File: config.mk
export PLATFORM = sky130hd
export DESIGN_NAME = cache_fill_fsm
export DESIGN_NICKNAME = d
export VERILOG_FILES = /design/src/rtl/cache_fill_fsm.sv
export SDC_FILE = /design/constraint.sdc
export NUM_CORES = 1
export LEC_CHECK = 0
export ABC_AREA = 1
export CAP_MARGIN = 20
export CORE_UTILIZATION = 50
export CTS_CLUSTER_DIAMETER = 100
export DETAILED_ROUTE_END_ITERATION = 8
export DONT_BUFFER_PORTS = 1
export GPL_TIMING_DRIVEN = 0
export PLACE_DENSITY = 0.76
export RECOVER_POWER = 100
export SYNTH_ARGS = -nofsm -noshare
export SYNTH_HDL_FRONTEND = slang
export SYNTH_SLANG_ARGS = --single-unit
File: constraint.sdc
create_clock -name clk -period 1.03 [get_ports clk]
set_input_delay 0.206 -clock clk [delete_from_list [all_inputs] [get_ports clk]]
set_output_delay 0.206 -clock clk [all_outputs]
set_load 0.005 [all_outputs]
File: src/rtl/cache_fill_fsm.sv
// cache_fill_fsm: cache miss handler. It stalls the core, streams one block of
// 16-bit words from multi-cycle memory into the data array, and writes the tag
// entry in the same cycle as the last data word.
//
// state | meaning
// ------+---------------------------------------------------------------
// IDLE  | no fill in flight; a miss latches the block base and stalls the core
// FILL  | issuing word reads and accepting returned words until the block is full
module cache_fill_fsm #(
    parameter int WORDS_PER_BLOCK = 8,
    parameter int ADDR_W          = 16
) (
    input  logic                       clk,
    input  logic                       rst,
    input  logic                       miss_detected,
    input  logic [ADDR_W-1:0]          miss_address,
    input  logic                       memory_data_valid,
    input  logic [15:0]                memory_data,
    output logic                       fsm_busy,
    output logic                       mem_read_en,
    output logic [ADDR_W-1:0]          memory_address,
    output logic                       write_data_array,
    output logic [WORDS_PER_BLOCK-1:0] word_sel,
    output logic [15:0]                fill_data,
    output logic                       write_tag_array
);

    // Word index bits, byte offset bits within a block, and counter width
    // (the counters must be able to hold WORDS_PER_BLOCK itself).
    localparam int IDXW = (WORDS_PER_BLOCK > 1) ? $clog2(WORDS_PER_BLOCK) : 1;
    localparam int OFFW = IDXW + 1;
    localparam int CNTW = IDXW + 1;

    localparam logic [CNTW-1:0] CNT_FULL = CNTW'(WORDS_PER_BLOCK);
    localparam logic [CNTW-1:0] CNT_LAST = CNTW'(WORDS_PER_BLOCK - 1);
    localparam logic [WORDS_PER_BLOCK-1:0] SEL_ONE = {{(WORDS_PER_BLOCK-1){1'b0}}, 1'b1};

    typedef enum logic {
        IDLE = 1'b0,
        FILL = 1'b1
    } state_t;

    state_t                   state;
    logic [CNTW-1:0]          issue_cnt;
    logic [CNTW-1:0]          recv_cnt;
    // Only the block-aligned part of the address is kept; the word offset
    // comes from issue_cnt, so the request address can never carry out of
    // the block.
    logic [ADDR_W-OFFW-1:0]   base_tag;

    logic in_fill;
    logic issuing;
    logic taking;
    logic last_word;

    // Decode of the registered state plus current memory inputs.
    always_comb begin
        in_fill   = (state == FILL);
        issuing   = in_fill && (issue_cnt < CNT_FULL);
        taking    = in_fill && memory_data_valid;
        last_word = taking && (recv_cnt == CNT_LAST);
    end

    // State, counters and latched block base.
    always_ff @(posedge clk or posedge rst) begin
        if (rst) begin
            state     <= IDLE;
            issue_cnt <= '0;
            recv_cnt  <= '0;
            base_tag  <= '0;
        end else begin
            case (state)
                IDLE: begin
                    if (miss_detected) begin
                        base_tag  <= miss_address[ADDR_W-1:OFFW];
                        issue_cnt <= '0;
                        recv_cnt  <= '0;
                        state     <= FILL;
                    end
                end
                FILL: begin
                    if (issuing)
                        issue_cnt <= issue_cnt + 1'b1;
                    if (taking)
                        recv_cnt <= recv_cnt + 1'b1;
                    if (last_word)
                        state <= IDLE;
                end
                default: state <= IDLE;
            endcase
        end
    end

    // Output decode. The stall is combinational on miss_detected so the core
    // freezes in the miss cycle itself; everything else follows the registers
    // and the current memory return only.
    always_comb begin
        fsm_busy         = in_fill || (miss_detected && !rst);
        mem_read_en      = issuing;
        memory_address   = issuing ? {base_tag, issue_cnt[IDXW-1:0], 1'b0} : '0;
        write_data_array = taking;
        word_sel         = taking ? (SEL_ONE << recv_cnt[IDXW-1:0]) : '0;
        fill_data        = taking ? memory_data : '0;
        write_tag_array  = last_word;
    end

endmodule

# --- Yosys cells after proc, flatten, opt, wreduce, memory -nomap -nowiden ---
# Cells that the tools add are included.
op_classes:
  add_sub_neg: 2
  multipliers: 0
  div_mod_pow: 0
  order_cmp: 1
  eq_ne: 4
  shifts: 1
  muxes: 11
  bitwise_logic: 1
  n_reduce_logical: 9
ops:
  columns: ["op", "n"]
  rows:
  - ["16-bit two-way mux", 2]
  - ["4-bit case mux with 2 select lines", 2]
  - ["4-bit two-way mux", 3]
  - ["4-bit by 1-bit adder with 4-bit output, second input constant", 2]
  - ["8-bit two-way mux", 1]
  - ["1-bit by 3-bit left shift with 8-bit output, first input constant", 1]
  - ["2-bit AND reduction", 3]
  - ["4-bit by 3-bit == test with 1-bit output, second input constant", 1]
  - ["1-bit logical AND", 4]
  - ["4-bit < comparator, second input constant", 1]
  - ["2-bit by 1-bit != test with 1-bit output, second input constant", 2]
  - ["1-bit two-way mux", 2]
  - ["2-bit != test, second input constant", 1]
  - ["1-bit case mux with 2 select lines", 1]
  - ["1-bit logical NOT", 1]
  - ["1-bit logical OR", 1]
  - ["1-bit inverter", 1]
word_totals:
  regBits: 21
  latch_bits: 0
  ram_bits: 0
  rom_bits: 0
  output_inout_bits: 44
  n_memories: 0

# --- Logic depth before layout (Yosys ltp) ---
# Gate-level depths: netlist of the first run.
logic_depth:
  ltp_word: 4
  ltp_mapped: 6
  depth_no_buf: 5

# --- Worst setup path after synthesis of the first run ---
# No wires, ideal clock.
synth_timing:
  kind: "flip-flop to flip-flop"
  startpoint: "register recv_cnt[0]"
  endpoint: "register recv_cnt[2]"
  setup_time_ns: 0.082
  arrival_time_ns: 1.021
  required_ns: 0.948
  slack_ns: -0.073
  path_stages_with_launch: 4
  path_buffers: 0
  path_cell_list: "dfrtp_1 ha_1 ha_1 o22ai_1"
synth_between:
  elab_chain_len: 3
synth_lines:
  columns: ["item", "line", "rtl"]
  rows:
  - ["from (decl)", "45", "logic [CNTW-1:0] recv_cnt;"]
  - ["from (signal assigned)", "85", "recv_cnt <= recv_cnt + 1'b1;"]
  - ["4-bit by 1-bit adder with 4-bit output", "85", null]
  - ["4-bit two-way mux", "84", "if (taking)"]
  - ["4-bit case mux with 2 select lines", "72", "case (state)"]
# Every way passes these cells. The select of a mux whose other input is x is not followed.
# A chain may end at the register's enable or synchronous reset.

# --- Worst setup path after layout of the first run ---
layout_timing:
  startpoint: "register recv_cnt[1]"
  endpoint: "output word_sel[0]"
layout_between:
  elab_chain_len: 2
layout_lines:
  columns: ["item", "line", "rtl"]
  rows:
  - ["1-bit by 3-bit left shift with 8-bit output", "102", "word_sel = taking ? (SEL_ONE << recv_cnt[IDXW-1:0]) : '0;"]
  - ["8-bit two-way mux", "102", null]
  - ["to (decl)", "23", "output logic [WORDS_PER_BLOCK-1:0] word_sel,"]
# Every way passes these cells.

==> impl_metrics.toml, run 1 <==
[outcome]
outcome = "complete, but fails checks"
violations = "negative hold slack, negative setup slack"

[synthesis]
yosys.cell_types.count = 22
synth_cells = 175
ys_ff_latch = 21
yosysWarnings = 0
syn_nets = 218
synthesis.area_sq_um = 1310
ys_seq_area_frac = 0.400
syn_area_per_cell_sq_um = 7.50

[critical_path]
cp.required_ps = 820
critical_path_class = "flop to output port"
critPathLaunchType = "flop"
cp_max_fo = 4
critPathArrivalTime_ps = 1340
critPathCaptureType = "output port"

[routing]
dr.pass1.iters = 4
drt_iter0_drc = 10
wl_per_cell_microns = 20.9
drt-total-wl_mm = 4.86
dr_total_vias = 1303
drc = 0
detail-route-antenna-nets = 0
vias_per_cell = 5.59

[place]
placed_area_sq_um = 1380
place.port_buffers = 0
gp_congestion = 0.698
dp.cells = 205
dp_slack_ps = -155
dp_hpwl_mm = 1.97

[finish]
drive_above_1_share = 0.586
final_core_util = 0.880
final_nets = 247
final_area_sq_um = 2180
stdcell_count = 233
area_delta_synth_final_pct = 66.2
fillerInstances = 105
antenna_cells = 0

[floorplanning]
coreArea_sq_um = 2480
fp.dieW_microns = 53.2
initial_utilization = 0.530
io_pins = 80
dieArea_sq_um = 2830
fp.dieH_microns = 53.2
placementRows = 18

[global_route]
grtUsageTotal = 0.255
grt_pass1_vias = 1093
grt_first_pass_wirelength_mm = 5.00
antenna_found_initial = 0
grt_overflow = 0
grt_max_degree = 23

[timing]
timing.fmax_ghz = 0.646
maxSlewViolCount = 0
period_needed_ps = 1550
skew_ps = 16.0
worst_slack_ps = -517
finalHoldViolations = 22
setup_viol = 64
worst_hold_slack_ps = -252
min_period_over_period = 1.50
rsz0062_at_grt = "true"

[run]
cap_violations = 0

[clock_tree]
cts.sinks = 21
insertion_delay_ps = 320
clockBufferDepth = 2
cts_tree = "done"
root_buffer = "clkbuf_4"
cts.htree.levels = 1
cts-buffers-inserted = 3
path_clk_slew_ps = 130

[pwr]
peakVddDrop_mv = 2.74
total_power_mw = 6.67
p_leak_nw = 0.965
p_per_area_nw_per_um2 = 3060

[min_path]
hp-class = "input port to asynchronous set/reset pin"
## metrics by stage
stage,hold slack (ps),TNS [ps]
2_1_floorplan,69.1,-178
3_3_place_gp,114,-3490
3_5_place_dp,114,-4310
4_1_cts,-218,-15620
5_1_grt,-223,-23800
6_report,-252,-21570
## final timing paths
| path | end | slack (ps) | cells past startpoint | start |
|---|---|---|---|---|
| max in group asynchronous | recv_cnt[0]$_DFFE_PP0P_ | 970 | 1 | rst |
| hold / removal | base_tag[5]$_DFFE_PP0P_ | -250 | 1 | rst |
| min in group clk | base_tag[8]$_DFFE_PP0P_ | -10 | 2 | miss_address[12] |
| hold reg to reg | base_tag[3]$_DFFE_PP0P_ | 560 | 2 | base_tag[3]$_DFFE_PP0P_ |
| setup reg to reg | base_tag[0]$_DFFE_PP0P_ | -320 | 8 | in_fill$_DFF_PP0_ |
| setup / recovery | word_sel[0] | -520 | 4 | recv_cnt[1]$_DFFE_PP0P_ |
## cells by family (layout without fill, tap and decap cells)
family | after synthesis | count (layout) | share of synthesized area
buffers and inverters | 51 | 79 | 0.172
and+or+nand+nor | 74 | 74 | 0.229
xor gates and xnor gates | 1 | 1 | 0.00667
other | 1 | 1 | 0.00286
AOI/OAI and AO/OA | 20 | 20 | 0.123
DFF | 21 | 21 | 0.400
adders and majority gates | 7 | 7 | 0.0667
## layout make-up
cell class                 count  area (sq um)  area share
buffer                         6          97.6      0.0448
inverter                      45           195      0.0895
clock buffer                   4          26.3      0.0120
timing repair buffer          24           319       0.146
tap                           30          37.5      0.0172
sequential                    21           531       0.243
multi-input combinational    103           975       0.447
## sequential cells by signal, summed over array words and instances, names as in the netlist
name       count
base_tag      12
issue_cnt      4
recv_cnt       4
in_fill        1
## per-layer routing
layer  vias up  global-route usage  part of all wire
met5         -                   0                 0
met2        87               0.475              0.52
li1        578                   -                 -
met1       612               0.273              0.36
met4         0               0.114             0.052
met3        26              0.0460             0.074
## cell usage after synthesis
| library cell | number | area share |
|---|---|---|
| inv_1 | 43 | 0.12 |
| nor2_1 | 40 | 0.11 |
| nand2_1 | 23 | 0.066 |
| dfrtp_1 | 21 | 0.40 |
| o21ai_2 | 12 | 0.080 |
| ha_1 | 7 | 0.067 |
| nand3_1 | 4 | 0.015 |
| nor3_1 | 4 | 0.015 |
| o21ai_0 | 4 | 0.015 |
| buf_2 | 3 | 0.011 |
| a21oi_1 | 2 | 0.0076 |
| nand2_2 | 2 | 0.0095 |
| buf_12 | 1 | 0.015 |
| buf_4 | 1 | 0.0057 |
| buf_6 | 1 | 0.0086 |
| conb_1 | 1 | 0.0029 |
| inv_2 | 1 | 0.0029 |
| inv_4 | 1 | 0.0048 |
| nand2_4 | 1 | 0.0086 |
| o22ai_1 | 1 | 0.0048 |
| o22ai_4 | 1 | 0.015 |
| xnor2_1 | 1 | 0.0067 |
## power by group
part           switching (mW)  internal, mW
Clock                   0.265         0.152
Combinational            2.57          2.12
Sequential              0.329          1.24
Total                    3.17          3.51
## cell usage in the layout, fill, tap and decap left out, types with 6 or more instances in the layout
cell,n
o21ai_2,15
inv_2,6
buf_6,7
nor2_4,31
buf_12,6
inv_1,33
nor2_2,6
dfrtp_1,17
nand2_1,20
buf_4,11
## critical path, cell delays in order, from the launching register on
cell	delay (ps)
dfrtp_2	480
inv_2	120
ha_1	200
inv_2	80
nor3_4	130
## what timing repair did
item,CTS,global route
gates cloned,2,2
resized for setup,106,33
pin swaps,11,8
setup buffers,10,10
setup endpoints to repair,60,64
hold endpoints to repair,21,21
Note: power is estimated with default switching activity, not from simulation.
==> inputs of run 2 (changes only) <==
--- a/config.mk
+++ b/config.mk
@@ -7,11 +7,13 @@
 export LEC_CHECK = 0
 export ABC_AREA = 1
 export CAP_MARGIN = 20
+export CORE_ASPECT_RATIO = 0.8
 export CORE_UTILIZATION = 50
 export CTS_CLUSTER_DIAMETER = 100
 export DETAILED_ROUTE_END_ITERATION = 8
 export DONT_BUFFER_PORTS = 1
 export GPL_TIMING_DRIVEN = 0
+export HOLD_SLACK_MARGIN = 0.03
 export PLACE_DENSITY = 0.76
 export RECOVER_POWER = 100
 export SYNTH_ARGS = -nofsm -noshare
==> run 2 against run 1 <==
  * The flow still finishes with violations (negative hold slack, negative setup slack)
  * Critical path depth shrank 1
  * Sequential power is essentially flat
  * Core utilization shrank 5.7 points
  * Die area is essentially flat
  * Cell count grew 3.0%
  * Global-route usage shrank 2.3 points
  * Fmax grew 5.3%
  * Critical path type unchanged
==> impl_metrics.toml, run 2 (same netlist as run 1, synthesis figures left out) <==
[outcome]
outcome = "complete, but fails checks"
violations = "negative hold slack, negative setup slack"

[critical_path]
slowest_stage = "dfrtp_2"
cp.required_ps = 820
critPathCaptureType = "output port"
critPathMaxStageDelay_ps = 470
cp_max_fo = 10
worst-path-buf-inv = 1
critPathLaunchType = "flop"
cp_cell_sequence = "nand2_4 > buf_12 > nor3_4"
crit_family = "flip-flops"
worst-r2r-setup-slack_ps = -180
critPathArrivalTime_ps = 1260
critical_path_class = "flop to output port"

[timing]
min_period_over_period = 1.43
skew_ps = 9.79
worst_hold_slack_ps = -236
period_needed_ps = 1470
setup_viol = 61
maxSlewViolCount = 0
worst_slack_ps = -439
rsz0062_at_grt = "true"
finalHoldViolations = 21
timing.fmax_ghz = 0.681

[global_route]
grt.met2_usage = 0.497
grtUsageTotal = 0.232
grt_max_degree = 23
grt_pass1_vias = 1060
busiest_layer = "met2"
grt_use_met1 = 0.234
grt_first_pass_wirelength_mm = 4.61
antenna_found_initial = 0
grt_overflow = 0
grt_use_met3 = 0.0541

[routing]
drc = 0
dr.pass1.iters = 4
detail-route-antenna-nets = 0
dr_total_vias = 1200
drt-total-wl_mm = 3.73
drt_iter0_drc = 8
wl_per_cell_microns = 15.5
vias_per_cell = 5.00

[finish]
stdcell_count = 240
drive_above_1_share = 0.525
antenna_cells = 0
multi_input_area_sq_um = 885
area_delta_synth_final_pct = 54.5
top_regs = "base_tag x12, issue_cnt x4, recv_cnt x4"
final_core_util = 0.824
layout_commonest_cell = "inv_1"
register_area_sq_um = 531
final_cell_mix = "inv_1, nor2_4, nand2_1"
regMostFlops = "base_tag"
fillerInstances = 140
final_nets = 248
largest_register_ffs = 12

[place]
gp_congestion = 0.748
place.port_buffers = 0
dp.cells = 211
dp_slack_ps = -132
dp_hpwl_mm = 2.17

[run]
cap_violations = 0

[floorplanning]
initial_utilization = 0.533
placementRows = 16
fp.dieW_microns = 59.3
coreArea_sq_um = 2460
io_pins = 80
dieArea_sq_um = 2840
fp.dieH_microns = 47.8

[pwr]
p_leak_nw = 0.920
p_per_area_nw_per_um2 = 2890
peakVddDrop_mv = 2.03
total_power_mw = 5.86

[clock_tree]
root_buffer = "clkbuf_4"
clockBufferDepth = 2
cts.htree.levels = 1
insertion_delay_ps = 310
cts.sinks = 21
cts_tree = "done"
path_clk_slew_ps = 120
cts-buffers-inserted = 3

[min_path]
hp-class = "input port to asynchronous set/reset pin"
-- run 2: worst paths after layout --
| check | from | end | cells after the start |
|---|---|---|---|
| max | in_fill$_DFF_PP0_ | word_sel[1] | 3 |
| min | rst | base_tag[4]$_DFFE_PP0P_ | 1 |
| max reg2reg | in_fill$_DFF_PP0_ | base_tag[0]$_DFFE_PP0P_ | 6 |
| min reg2reg | base_tag[5]$_DFFE_PP0P_ | base_tag[5]$_DFFE_PP0P_ | 2 |
| max in group asynchronous | rst | recv_cnt[2]$_DFFE_PP0P_ | 1 |
| min in group clk | miss_address[10] | base_tag[6]$_DFFE_PP0P_ | 2 |
-- run 2: layout make-up --
type / count / share of cell area
buffer: 6 / 0.0487
tap: 36 / 0.0222
sequential: 21 / 0.262
clock buffer: 3 / 0.0111
multi-input combinational: 103 / 0.436
inverter: 45 / 0.0888
clock inverter: 1 / 0.00370
timing repair buffer: 25 / 0.128
-- run 2: through the flow --
step                setup TNS (ps)  cell area [sq um]
finish                      -17550               2030
global route                -20710               2030
CTS                         -16630               1750
detailed placement           -4240               1380
global placement             -3590               1380
floorplan                     -178               1340
-- run 2: report_power, final --
part           total (mW)  internal, mW  switching, mW
registers            1.55          1.24          0.312
clock network       0.402         0.148          0.254
logic                3.91          1.75           2.16
-- run 2: worst reg2reg max path, cell delays in order (launching register included) --
cell and delay, ps:
dfrtp_2 490, inv_2 150, nand2_4 100, inv_4 110, buf_6 160, nand2_1 90, o21ai_2 60
-- run 2: routing by layer --
| layer | vias up | part of all wire |
|---|---|---|
| li1 | 574 | - |
| met2 | 49 | 0.59 |
| met3 | 2 | 0.044 |
| met1 | 575 | 0.36 |
| met5 | - | 0 |
| met4 | 0 | 0.0032 |
-- run 2: timing repair --
action,4_1_cts,5_1_grt
setup endpoints to repair,60,63
gates resized for setup,60,49
pin swaps,10,1
endpoints found under the hold margin,29,22
hold buffers,8,1
cloned,0,1
buffers inserted,10,5
==> inputs of run 3 (changes only) <==
--- a/config.mk
+++ b/config.mk
@@ -12,7 +12,7 @@
 export CTS_CLUSTER_DIAMETER = 100
 export DETAILED_ROUTE_END_ITERATION = 8
 export DONT_BUFFER_PORTS = 1
-export GPL_TIMING_DRIVEN = 0
+export GPL_TIMING_DRIVEN = 1
 export HOLD_SLACK_MARGIN = 0.03
 export PLACE_DENSITY = 0.76
 export RECOVER_POWER = 100
==> run 3 against run 2 <==
  * The run now fails in global routing
  * Synthesized cell count is the same
  * Synthesized area is the same
==> impl_metrics.toml, run 3 <==
[outcome]
firstError = "[ERROR DPL-0038] Utilization greater than 100%, impossible to legalize"
outcome = "stopped before the end"
lastStage = "global routing"

[synthesis]
netlist_top_cells_area = "dfrtp_1, inv_1, nor2_1"
synth_top_cell_area_share = 0.400
synthesis.area_sq_um = 1310
synth_cells = 175
yosysWarnings = 0
ys_ff_latch = 21
yosysMostFrequentCell = "inv_1"
synth_edf_count = 0
syn_nets = 218
ys_seq_area_frac = 0.400
synthArstFlopShare = 1.00
synth_top_cell_by_area = "dfrtp_1"
synth_common_cells = "inv_1, nor2_1, nand2_1"
yosys.cell_types.count = 22
ys.flop_type = "dfrtp_1"
syn_area_per_cell_sq_um = 7.50

[place]
dp_slack_ps = -106
gp_congestion = 0.726
dp_hpwl_mm = 2.16
place.port_buffers = 0

[clock_tree]
cts.sinks = 21
cts.htree.levels = 1
clockBufferDepth = 2
cts-buffers-inserted = 3
root_buffer = "clkbuf_4"

[timing]
grt_worst_setup_endpoint = "word_sel[3]"
worstEpCategory = "output port"

[global_route]
grt_max_degree = 22

[floorplanning]
fp.dieH_microns = 47.8
io_pins = 80
placementRows = 16
fp.dieW_microns = 59.3
initial_utilization = 0.533
==> run 3: logic make-up after synthesis <==
| group | synth area share |
|---|---|
| adders and majority gates | 0.0667 |
| and+or+nand+nor | 0.229 |
| AOI/OAI and AO/OA | 0.123 |
| DFF | 0.400 |
| other | 0.00286 |
| buffers and inverters | 0.172 |
| xor gates and xnor gates | 0.00667 |
==> run 3: metrics by stage <==
step | utilization | cells | cell area (sq um) | TNS, ps | hold slack [ps]
CTS | 0.963 | 262 | 2370 | -17600 | 79.0
detailed placement | 0.587 | 219 | 1450 | -1740 | 170
global placement | 0.587 | 219 | 1450 | -1050 | 173
floorplan | - | 175 | 1340 | -178 | 69.1
==> run 3: what timing repair did <==
item                                   in CTS
setup endpoints to repair                  62
endpoints found under the hold margin      33
setup buffers                              20
cloned                                      9
pin swaps                                  16
hold buffers                               13
resized for setup                         135
==> inputs of run 4 (changes only) <==
--- a/config.mk
+++ b/config.mk
@@ -7,14 +7,11 @@
 export LEC_CHECK = 0
 export ABC_AREA = 1
 export CAP_MARGIN = 20
-export CORE_ASPECT_RATIO = 0.8
-export CORE_UTILIZATION = 50
-export CTS_CLUSTER_DIAMETER = 100
+export CORE_UTILIZATION = 35
 export DETAILED_ROUTE_END_ITERATION = 8
 export DONT_BUFFER_PORTS = 1
 export GPL_TIMING_DRIVEN = 1
-export HOLD_SLACK_MARGIN = 0.03
-export PLACE_DENSITY = 0.76
+export PLACE_DENSITY_LB_ADDON = 0.15
 export RECOVER_POWER = 100
 export SYNTH_ARGS = -nofsm -noshare
 export SYNTH_HDL_FRONTEND = slang
==> constraint.sdc (replaced) <==
create_clock -name clk -period 1.3 [get_ports clk]
set_input_delay 0.26 -clock clk [delete_from_list [all_inputs] [get_ports clk]]
set_output_delay 0.26 -clock clk [all_outputs]
set_load 0.005 [all_outputs]
==> run 4 against run 3 <==
  * The flow now finishes, with violations (negative setup slack)
==> impl_metrics.toml, run 4 (same netlist as run 1, synthesis figures left out) <==
[finish]
final_core_util = 0.510
antenna_cells = 0
final_area_sq_um = 1770
multi_input_area_sq_um = 783
final_cell_mix = "inv_1, nand2_1, nor2_2"
area_delta_synth_final_pct = 34.9
drive_above_1_share = 0.479
fillerInstances = 341
register_area_sq_um = 531
top_regs = "base_tag x12, issue_cnt x4, recv_cnt x4"
layout_commonest_cell = "inv_1"
largest_register_ffs = 12
final_nets = 234
regMostFlops = "base_tag"

[timing]
tightestPinTransition_ps = 518
period_needed_ps = 1410
timing.fmax_ghz = 0.710
rsz0062_at_grt = "true"
setup_viol = 41
worst_hold_slack_ps = 122
maxSlewViolCount = 0
finalHoldViolations = 0
skew_ps = 3.35
worst_slack_ps = -108
min_period_over_period = 1.08
max-slew-margin-rel = 0.655

[global_route]
grt_max_degree = 26
grt_first_pass_wirelength_mm = 4.33
grt_overflow = 0
antenna_found_initial = 0
grtUsageTotal = 0.139
grt_pass1_vias = 989

[clock_tree]
cts_tree = "done"
cts.sinks = 21
insertion_delay_ps = 260
cts-buffers-inserted = 3
cts.htree.levels = 1
clockBufferDepth = 2
root_buffer = "clkbuf_8"
path_clk_slew_ps = 80

[floorplanning]
coreArea_sq_um = 3470
initial_utilization = 0.378
placementRows = 21
fp.dieW_microns = 63.2
io_pins = 80
fp.dieH_microns = 63.2
dieArea_sq_um = 4000

[critical_path]
worst-r2r-setup-slack_ps = 170
r2r_end = "base_tag[3]$_DFFE_PP0P_"
critPathLaunchType = "flop"
critical_path_class = "flop to output port"
cp.required_ps = 1040
critPathArrivalTime_ps = 1150
startpoint = "recv_cnt[0]$_DFFE_PP0P_"
worstReg2RegStart = "in_fill$_DFF_PP0_"
r2r_cells = 5
crit_end = "word_sel[7]"
cp_max_fo = 4
critPathCaptureType = "output port"

[routing]
route.met2.wl_mm = 1.56
wl_met3_microns = 170
drt-total-wl_mm = 2.88
drc = 0
met1_length_mm = 1.13
highest_layer = "met4"
drt_iter0_drc = 20
dr_total_vias = 1093
dr.pass1.iters = 4
vias_per_cell = 4.63
detail-route-antenna-nets = 0
wl_per_cell_microns = 12.2

[pwr]
p_leak_nw = 0.836
total_power_mw = 3.92
p_per_area_nw_per_um2 = 2210
peakVddDrop_mv = 0.897

[place]
place.port_buffers = 0
placed_area_sq_um = 1350
dp_slack_ps = 69.9
gp_congestion = 0.731
dp_hpwl_mm = 1.92

[outcome]
outcome = "complete, but fails checks"
violations = "negative setup slack"

[min_path]
hp-class = "input port to flop"

[run]
cap_violations = 0
-- run 4: critical path, cell delays in order, from the launching register on --
cell     delay, ps
dfrtp_2        460
ha_4           200
ha_4           150
inv_2           40
nor2_2          30
-- run 4: cell type report --
cell class | instances | share of cell area
Tap cell | 46 | 0.0325
Clock inverter | 1 | 0.00283
Timing Repair Buffer | 17 | 0.0954
Sequential cell | 21 | 0.300
Multi-Input combinational cell | 103 | 0.442
Inverter | 45 | 0.104
Clock buffer | 3 | 0.0233
-- run 4: report_power, final --
| part | internal (mW) | switching, mW |
|---|---|---|
| Clock | 0.213 | 0.209 |
| Combinational | 0.983 | 1.31 |
| Sequential | 0.981 | 0.223 |
-- run 4: stage by stage --
stage / std cells / TNS, ps
finish: 236 / -2600
global route: 236 / -4830
CTS: 233 / -2480
detailed placement: 218 / 0
global placement: 218 / 0
floorplan: 175 / 0
-- run 4: worst min path at each step --
stage                           from  slack (ps)                       end  cells past startpoint
CTS                 miss_address[11]         120   base_tag[7]$_DFFE_PP0P_                      2
global placement                 rst         250  issue_cnt[2]$_DFFE_PP0P_                      2
global route         miss_address[5]         120   base_tag[1]$_DFFE_PP0P_                      2
detailed placement               rst         270  issue_cnt[2]$_DFFE_PP0P_                      2
floorplan                        rst         240   base_tag[0]$_DFFE_PP0P_                      1
finish              miss_address[14]         120  base_tag[10]$_DFFE_PP0P_                      2
-- run 4: timing repair --
item	CTS	global route
hold endpoints to repair	21	0
hold buffers	1	0
cloned	0	1
gates resized for setup	59	19
setup endpoints to repair	41	44
pin swaps	11	7
setup buffers	10	2
-- run 4: layer usage --
layer,vias to the layer above,track usage
met3,2,0.0217
met2,58,0.265
met4,0,0.0426
li1,542,-
met1,491,0.156
met5,-,0
